$ cat src/rtl/mem_port_arbiter_pkg.sv
// Shared types and helpers for the two-port RAM arbiter.
// Latency: n/a (declarations only).
// Backpressure: n/a.
package mem_arb_pkg;

  localparam int DEF_MEM_BYTES = 256;

  typedef enum logic [2:0] {
    IDLE   = 3'd0,
    SETUP  = 3'd1,
    STROBE = 3'd2,
    DONE   = 3'd3,
    FAULT  = 3'd4
  } state_t;

  // Grant encoding doubles as the bit position in the one-hot grant vector.
  typedef enum logic {
    GNT_IF = 1'b0,
    GNT_D  = 1'b1
  } gnt_t;

  typedef enum logic {
    SZ_BYTE = 1'b0,
    SZ_WORD = 1'b1
  } size_t;

  // Access as latched at grant time; drives the RAM bus directly.
  typedef struct packed {
    logic        rw;
    logic        size;
    logic [8:0]  addr;
    logic [31:0] wdata;
  } req_t;

  // Misaligned word, or any byte of the access landing past the end of RAM.
  function automatic logic access_fault(input logic [8:0] addr, input logic size,
                                        input int mem_bytes);
    int w_end;
    w_end = int'(addr) + (size ? 4 : 1);
    return (size && (addr[1:0] != 2'b00)) || (w_end > mem_bytes);
  endfunction

endpackage

$ cat src/rtl/mem_port_arbiter_if.sv
// Requester and RAM-side signals of the arbiter bundled together.
// Latency: n/a (wiring only).
// Backpressure: req held until the one-cycle ack.
interface mem_port_arbiter_if;
  logic        if_req;
  logic [8:0]  if_addr;
  logic        if_ack;
  logic [31:0] if_rdata;
  logic        if_fault;

  logic        d_req;
  logic        d_rw;
  logic        d_size;
  logic [8:0]  d_addr;
  logic [31:0] d_wdata;
  logic        d_ack;
  logic [31:0] d_rdata;
  logic        d_fault;

  logic        mem_E;
  logic        mem_RW;
  logic [8:0]  mem_A;
  logic [31:0] mem_DataIn;
  logic        mem_Size;
  logic [31:0] mem_DataOut;

  // Arbiter side.
  modport slave (
    input  if_req, if_addr, d_req, d_rw, d_size, d_addr, d_wdata, mem_DataOut,
    output if_ack, if_rdata, if_fault, d_ack, d_rdata, d_fault,
           mem_E, mem_RW, mem_A, mem_DataIn, mem_Size
  );

  // Pipeline + RAM side.
  modport master (
    output if_req, if_addr, d_req, d_rw, d_size, d_addr, d_wdata, mem_DataOut,
    input  if_ack, if_rdata, if_fault, d_ack, d_rdata, d_fault,
           mem_E, mem_RW, mem_A, mem_DataIn, mem_Size
  );
endinterface

$ cat src/rtl/mem_port_arbiter_rr_arb2.sv
// Two-way picker: round-robin on ties (or data-first when RR_MODE=0).
// Latency: combinational grant; last_grant updates on the granting edge.
// Backpressure: grants only while i_gnt_en is high.
module rr_arb2
  import mem_arb_pkg::*;
#(
  parameter bit RR_MODE = 1'b1
) (
  input  logic       clk,
  input  logic       reset,
  input  logic       i_req_if,
  input  logic       i_req_d,
  input  logic       i_gnt_en,
  output logic [1:0] o_gnt      // [1] = data port, [0] = fetch port
);

  gnt_t r_last;

  // Pick one requester; a lone requester always wins.
  always_comb begin
    o_gnt = 2'b00;
    if (i_gnt_en) begin
      if (i_req_if && i_req_d) begin
        if (RR_MODE && (r_last == GNT_D)) o_gnt = 2'b01;
        else                              o_gnt = 2'b10;
      end else if (i_req_d) begin
        o_gnt = 2'b10;
      end else if (i_req_if) begin
        o_gnt = 2'b01;
      end
    end
  end

  // Remember who won; starts at fetch so data takes the first tie.
  always_ff @(posedge clk or posedge reset) begin
    if (reset)         r_last <= GNT_IF;
    else if (o_gnt[1]) r_last <= GNT_D;
    else if (o_gnt[0]) r_last <= GNT_IF;
  end

endmodule

$ cat src/rtl/mem_port_arbiter.sv
// Arbitrates fetch vs load/store onto the RAM with setup/strobe/done phases.
// Latency: ack 3 cycles after grant edge for RAM accesses, 1 for faults.
// Backpressure: requesters hold req until ack; one access per 4 cycles.
module mem_port_arbiter
  import mem_arb_pkg::*;
#(
  parameter int MEM_BYTES = DEF_MEM_BYTES,
  parameter bit RR_MODE   = 1'b1
) (
  input logic               clk,
  input logic               reset,
  mem_port_arbiter_if.slave bus
);

  state_t      r_state, w_next;
  gnt_t        r_port;
  req_t        r_req, w_req;
  logic [1:0]  w_gnt;
  logic        w_grant;
  logic        w_fault;
  logic [31:0] r_if_rdata, r_d_rdata;

  rr_arb2 #(.RR_MODE(RR_MODE)) u_arb (
    .clk      (clk),
    .reset    (reset),
    .i_req_if (bus.if_req),
    .i_req_d  (bus.d_req),
    .i_gnt_en (r_state == IDLE),
    .o_gnt    (w_gnt)
  );

  // Select the winning request and check it; fetches are always word reads.
  always_comb begin
    w_grant = |w_gnt;
    if (w_gnt[1]) begin
      w_req = '{rw: bus.d_rw, size: bus.d_size, addr: bus.d_addr, wdata: bus.d_wdata};
    end else begin
      w_req = '{rw: 1'b0, size: SZ_WORD, addr: bus.if_addr, wdata: 32'h0};
    end
    w_fault = access_fault(w_req.addr, w_req.size, MEM_BYTES);
  end

  // State register.
  always_ff @(posedge clk or posedge reset) begin
    if (reset) r_state <= IDLE;
    else       r_state <= w_next;
  end

  // Next-state: faults skip the RAM entirely.
  always_comb begin
    w_next = IDLE;
    case (r_state)
      IDLE:    w_next = w_grant ? (w_fault ? FAULT : SETUP) : IDLE;
      SETUP:   w_next = STROBE;
      STROBE:  w_next = DONE;
      DONE:    w_next = IDLE;
      FAULT:   w_next = IDLE;
      default: w_next = IDLE;
    endcase
  end

  // Outputs decoded from state; the RAM bus comes straight from the latched request.
  always_comb begin
    bus.mem_E      = (r_state == STROBE);
    bus.mem_A      = r_req.addr;
    bus.mem_RW     = r_req.rw;
    bus.mem_Size   = r_req.size;
    bus.mem_DataIn = r_req.wdata;
    bus.if_ack     = ((r_state == DONE) || (r_state == FAULT)) && (r_port == GNT_IF);
    bus.d_ack      = ((r_state == DONE) || (r_state == FAULT)) && (r_port == GNT_D);
    bus.if_fault   = (r_state == FAULT) && (r_port == GNT_IF);
    bus.d_fault    = (r_state == FAULT) && (r_port == GNT_D);
    bus.if_rdata   = r_if_rdata;
    bus.d_rdata    = r_d_rdata;
  end

  // Latch the granted access (bus only moves on legal grants) and capture read data
  // at the end of the strobe so it is valid alongside ack.
  always_ff @(posedge clk or posedge reset) begin
    if (reset) begin
      r_port     <= GNT_IF;
      r_req      <= '0;
      r_if_rdata <= 32'h0;
      r_d_rdata  <= 32'h0;
    end else begin
      if ((r_state == IDLE) && w_grant) begin
        r_port <= w_gnt[1] ? GNT_D : GNT_IF;
        if (w_fault) begin
          if (w_gnt[1]) r_d_rdata  <= 32'h0;
          else          r_if_rdata <= 32'h0;
        end else begin
          r_req <= w_req;
        end
      end
      if ((r_state == STROBE) && !r_req.rw) begin
        if (r_port == GNT_D) r_d_rdata  <= bus.mem_DataOut;
        else                 r_if_rdata <= bus.mem_DataOut;
      end
    end
  end

endmodule

$ cat src/flat_wrapper.sv
// flat-port wrapper written by rule: the top's interface ports become plain ports
module mem_port_arbiter_flat import mem_arb_pkg::*;
#(
  parameter int MEM_BYTES = DEF_MEM_BYTES,
  parameter bit RR_MODE   = 1'b1
)
  (clk, reset, bus_if_req, bus_if_addr, bus_d_req, bus_d_rw, bus_d_size, bus_d_addr, bus_d_wdata, bus_mem_DataOut, bus_if_ack, bus_if_rdata, bus_if_fault, bus_d_ack, bus_d_rdata, bus_d_fault, bus_mem_E, bus_mem_RW, bus_mem_A, bus_mem_DataIn, bus_mem_Size);
  mem_port_arbiter_if bus_i ();
  input logic clk;
  input logic reset;
  input wire logic [$bits(bus_i.if_req)-1:0] bus_if_req;
  input wire logic [$bits(bus_i.if_addr)-1:0] bus_if_addr;
  input wire logic [$bits(bus_i.d_req)-1:0] bus_d_req;
  input wire logic [$bits(bus_i.d_rw)-1:0] bus_d_rw;
  input wire logic [$bits(bus_i.d_size)-1:0] bus_d_size;
  input wire logic [$bits(bus_i.d_addr)-1:0] bus_d_addr;
  input wire logic [$bits(bus_i.d_wdata)-1:0] bus_d_wdata;
  input wire logic [$bits(bus_i.mem_DataOut)-1:0] bus_mem_DataOut;
  output wire logic [$bits(bus_i.if_ack)-1:0] bus_if_ack;
  output wire logic [$bits(bus_i.if_rdata)-1:0] bus_if_rdata;
  output wire logic [$bits(bus_i.if_fault)-1:0] bus_if_fault;
  output wire logic [$bits(bus_i.d_ack)-1:0] bus_d_ack;
  output wire logic [$bits(bus_i.d_rdata)-1:0] bus_d_rdata;
  output wire logic [$bits(bus_i.d_fault)-1:0] bus_d_fault;
  output wire logic [$bits(bus_i.mem_E)-1:0] bus_mem_E;
  output wire logic [$bits(bus_i.mem_RW)-1:0] bus_mem_RW;
  output wire logic [$bits(bus_i.mem_A)-1:0] bus_mem_A;
  output wire logic [$bits(bus_i.mem_DataIn)-1:0] bus_mem_DataIn;
  output wire logic [$bits(bus_i.mem_Size)-1:0] bus_mem_Size;
  assign bus_i.if_req = bus_if_req;
  assign bus_i.if_addr = bus_if_addr;
  assign bus_i.d_req = bus_d_req;
  assign bus_i.d_rw = bus_d_rw;
  assign bus_i.d_size = bus_d_size;
  assign bus_i.d_addr = bus_d_addr;
  assign bus_i.d_wdata = bus_d_wdata;
  assign bus_i.mem_DataOut = bus_mem_DataOut;
  assign bus_if_ack = bus_i.if_ack;
  assign bus_if_rdata = bus_i.if_rdata;
  assign bus_if_fault = bus_i.if_fault;
  assign bus_d_ack = bus_i.d_ack;
  assign bus_d_rdata = bus_i.d_rdata;
  assign bus_d_fault = bus_i.d_fault;
  assign bus_mem_E = bus_i.mem_E;
  assign bus_mem_RW = bus_i.mem_RW;
  assign bus_mem_A = bus_i.mem_A;
  assign bus_mem_DataIn = bus_i.mem_DataIn;
  assign bus_mem_Size = bus_i.mem_Size;
  mem_port_arbiter #(.MEM_BYTES(MEM_BYTES), .RR_MODE(RR_MODE)) u_core (.clk(clk), .reset(reset), .bus(bus_i));
endmodule
$ cat config.mk
export PLATFORM = sky130hd
export DESIGN_NAME = mem_port_arbiter_flat
export DESIGN_NICKNAME = d
export VERILOG_FILES = /design/src/rtl/mem_port_arbiter_pkg.sv /design/src/rtl/mem_port_arbiter_if.sv /design/src/rtl/mem_port_arbiter_rr_arb2.sv /design/src/rtl/mem_port_arbiter.sv /design/src/flat_wrapper.sv
export SDC_FILE = /design/constraint.sdc
export NUM_CORES = 1
export LEC_CHECK = 0
export ABC_AREA = 1
export BUFFER_PORTS_ARGS = -buffer_cell sky130_fd_sc_hd__buf_2
export CORE_MARGIN = 1.5
export CORE_UTILIZATION = 27
export CTS_BUF_LIST = sky130_fd_sc_hd__clkbuf_8
export DETAILED_ROUTE_END_ITERATION = 10
export PLACE_DENSITY = 0.55
export SLEW_MARGIN = 25
export SYNTH_ARGS = -nofsm -noshare
export SYNTH_HDL_FRONTEND = slang
export SYNTH_SLANG_ARGS = --single-unit
export TNS_END_PERCENT = 1
$ cat constraint.sdc
create_clock -name clk -period 3.5 [get_ports clk]
set_input_delay 0.35 -clock clk [delete_from_list [all_inputs] [get_ports clk]]
set_output_delay 0.35 -clock clk [all_outputs]
set_load 0.01 [all_outputs]
==> flow_summary.toml <==
[drt]
postRouteAntennaNets = 0
via_per_inst = 4.28
avgRoutedWirePerCell_um = 14.0
drt_iter0_drc = 193
drtPass1Iterations = 4
vias = 4546
routed_wl_um = 14900
drcViolationCount = 0

[synthesis]
synth_warnings = 0
yosysUniqueCellTypes = 26
synth_area_per_cell_um2 = 7.93
synth-seq-area-share_pct = 55.2
syn_nets = 731
ys_ff_latch = 112
syn_area_mm2 = 0.00507
yosys.area.top_type_share_pct = 55.2
synth_cells = 640
synth_edf_count = 0
synth_area_leader_cell = "dfrtp_1"
synthArstFlopShare_pct = 100
synth_area_leaders = "dfrtp_1, nand2_1, inv_1"
synthFlopType = "dfrtp_1"

[sta]
final_hold_viol_count = 0
finalSetupViolations = 0
maxSlewViolCount = 0
tns_ns = 0
rsz0062_at_grt = "no"
tightest_slew_ns = 0.748
period_needed_ns = 2.91
max_freq_mhz = 344
finClkSkew_ns = 0.0105
max_slew_margin_pct = 50.1
min_period_over_period_pct = 83.1

[clock_tree]
clkTransAtPathRegs_ns = 0.11
cts_max_path_buffers = 2
cts_tree = "built"
clock_sinks = 112
ctsResizeCount = 0
cts_root_buf = "clkbuf_8"
postCtsHoldBufs = 0
htreeDepth = 3
cts_made_buffers = 9
post_cts_buffers = 0
clk_latency_ns = 0.39

[floorplanning]
die_w_um = 140
ios = 200
die-area_mm2 = 0.0196
die_h_um = 140
core_area_mm2 = 0.0182
rows = 49
start_util_pct = 27.9

[place]
io_buffer_count = 199
gp_congestion = 0.820
hpwl_um = 10500

[grt]
grtUsageTotal_pct = 15.6
gr-total-overflow = 0
grt_first_pass_wirelength_um = 23800
grt_max_degree = 82
antenna_found_initial = 0
grt_pass1_vias = 4443

[worst_setup_path]
end_kind = "flip-flop"
r2r-end = "u_core.bus.mem_RW$_DFFE_PP0P_"
rrSetupSlack_ns = 0.59
ff2ff_path_depth = 16
worstSetupPathType = "reg -> reg"
required_ns = 3.78
crit_fanout = 81
start_kind = "flip-flop"
critPathArrivalTime_ns = 3.18
r2r-start = "u_core.r_state[0]$_DFF_PP0_"

[status]
status = "complete, no violations"

[final_layout]
fin_nets = 919
n_antenna_cell = 0
syn2layout_area_growth_pct = 28.3
drive_gt1_share_pct = 29.8

[job]
maxCapViolCount = 0

[min_path]
hold_path_class = "in -> async"

[power_and_ir_drop]
ir_drop_v = 0.000245
power_mw = 4.85
cellPowerDensity_mw_per_mm2 = 745
p_leak_nw = 3.96
==> layout by cell type (no fill, tap or decap), drive strengths merged <==
master	Yosys	final
nand3	42	42
clkbuf	14	10
o21bai	2	2
inv	63	65
or2	1	1
a21oi	1	1
o21ai	50	50
nand2	311	311
ha	3	3
a211oi	2	2
clkinv	0	3
dfrtp	112	112
nor3	1	1
buf	17	208
bufinv	0	1
nor2	21	21
==> logic make-up after synthesis <==
| logic type | share of synthesized area, % |
|---|---|
| fa+ha+maj | 0.740 |
| buf+inv | 8.11 |
| flops | 55.2 |
| simple gates | 29.9 |
| compound gates | 5.99 |
==> per-stage QoR <==
stage	utilization [%]	hold WS [ns]	instances	setup slack (ns)	instance area, um2
after floorplan	-	0.467	640	0.191	5070
final	35.8	0.0707	1062	0.593	6510
after detailed placement	34.6	0.463	1046	0.589	6310
after global placement	34.6	0.465	1046	0.643	6310
after CTS	35.8	0.0936	1062	0.574	6510
after global routing	35.8	0.132	1062	0.298	6510
==> per-layer routing <==
metal / vias to the layer above / routed length [um] / global-route usage [%]
met5: - / 0 / 0
met4: 0 / 392 / 7.26
met3: 21 / 494 / 2.19
met2: 96 / 7270 / 25.9
met1: 2096 / 6720 / 20.1
li1: 2333 / - / -
==> sequential cells by signal, summed over array words and instances (netlist names) <==
register	count
u_core.bus.d_rdata	32
u_core.bus.if_rdata	32
u_core.bus.mem_A	9
u_core.bus.mem_DataIn	32
u_core.bus.mem_RW	1
u_core.bus.mem_Size	1
u_core.r_port	1
u_core.r_state	3
u_core.u_arb.r_last	1
==> worst max-delay path, cell delays in order (launching register included) <==
cell	delay, ns
dfrtp_1	0.43
nor2_2	0.14
nand2_2	0.13
nor2_4	0.22
nand2_1	0.07
nand2_1	0.12
ha_1	0.21
ha_1	0.25
a211oi_1	0.20
o21ai_0	0.11
a21oi_1	0.12
nand2_1	0.08
nand2_2	0.07
nand3_2	0.18
buf_12	0.28
nand2_1	0.11
o21ai_2	0.05
==> final cells by class <==
class                   count  area, um2
clock inverters             6       66.3
flip-flops and latches    112       2800
repair buffers            208       1110
clock buffers              10        138
fillers                  1970      11700
multi-input cells         434       1860
inverters                  63        239
well taps                 229        287
==> power breakdown <==
group	internal (mW)	total (mW)	switching [mW]
combinational	0.752	2.07	1.32
sequential	1.72	1.95	0.229
clock	0.356	0.835	0.480
==> worst max path at each step <==
stage	from	end	slack, ns
3_3_place_gp	bus_if_req	u_core.bus.if_rdata[28]$_DFF_PP0_	0.64
3_5_place_dp	u_core.r_state[0]$_DFF_PP0_	u_core.bus.mem_DataIn[12]$_DFFE_PP0P_	0.59
6_report	u_core.r_state[0]$_DFF_PP0_	u_core.bus.mem_RW$_DFFE_PP0P_	0.59
2_1_floorplan	reset	u_core.bus.d_rdata[0]$_DFF_PP0_	0.19
4_1_cts	u_core.r_state[0]$_DFF_PP0_	u_core.bus.mem_DataIn[12]$_DFFE_PP0P_	0.57
5_1_grt	u_core.r_state[0]$_DFF_PP0_	u_core.bus.d_rdata[30]$_DFF_PP0_	0.30
==> cell usage after synthesis (2+ instances only) <==
cell type	count
nor2_1	17
o21bai_1	2
inv_2	4
nand3_1	40
nor2_2	2
ha_1	3
buf_1	3
buf_4	6
nor2_4	2
o21ai_0	4
inv_1	59
nand2_1	305
o21ai_1	41
clkbuf_1	13
o21ai_2	5
buf_2	4
dfrtp_1	112
a211oi_1	2
nand3_2	2
nand2_2	5
buf_6	4
No activity file was read; power rests on OpenSTA's default activity.
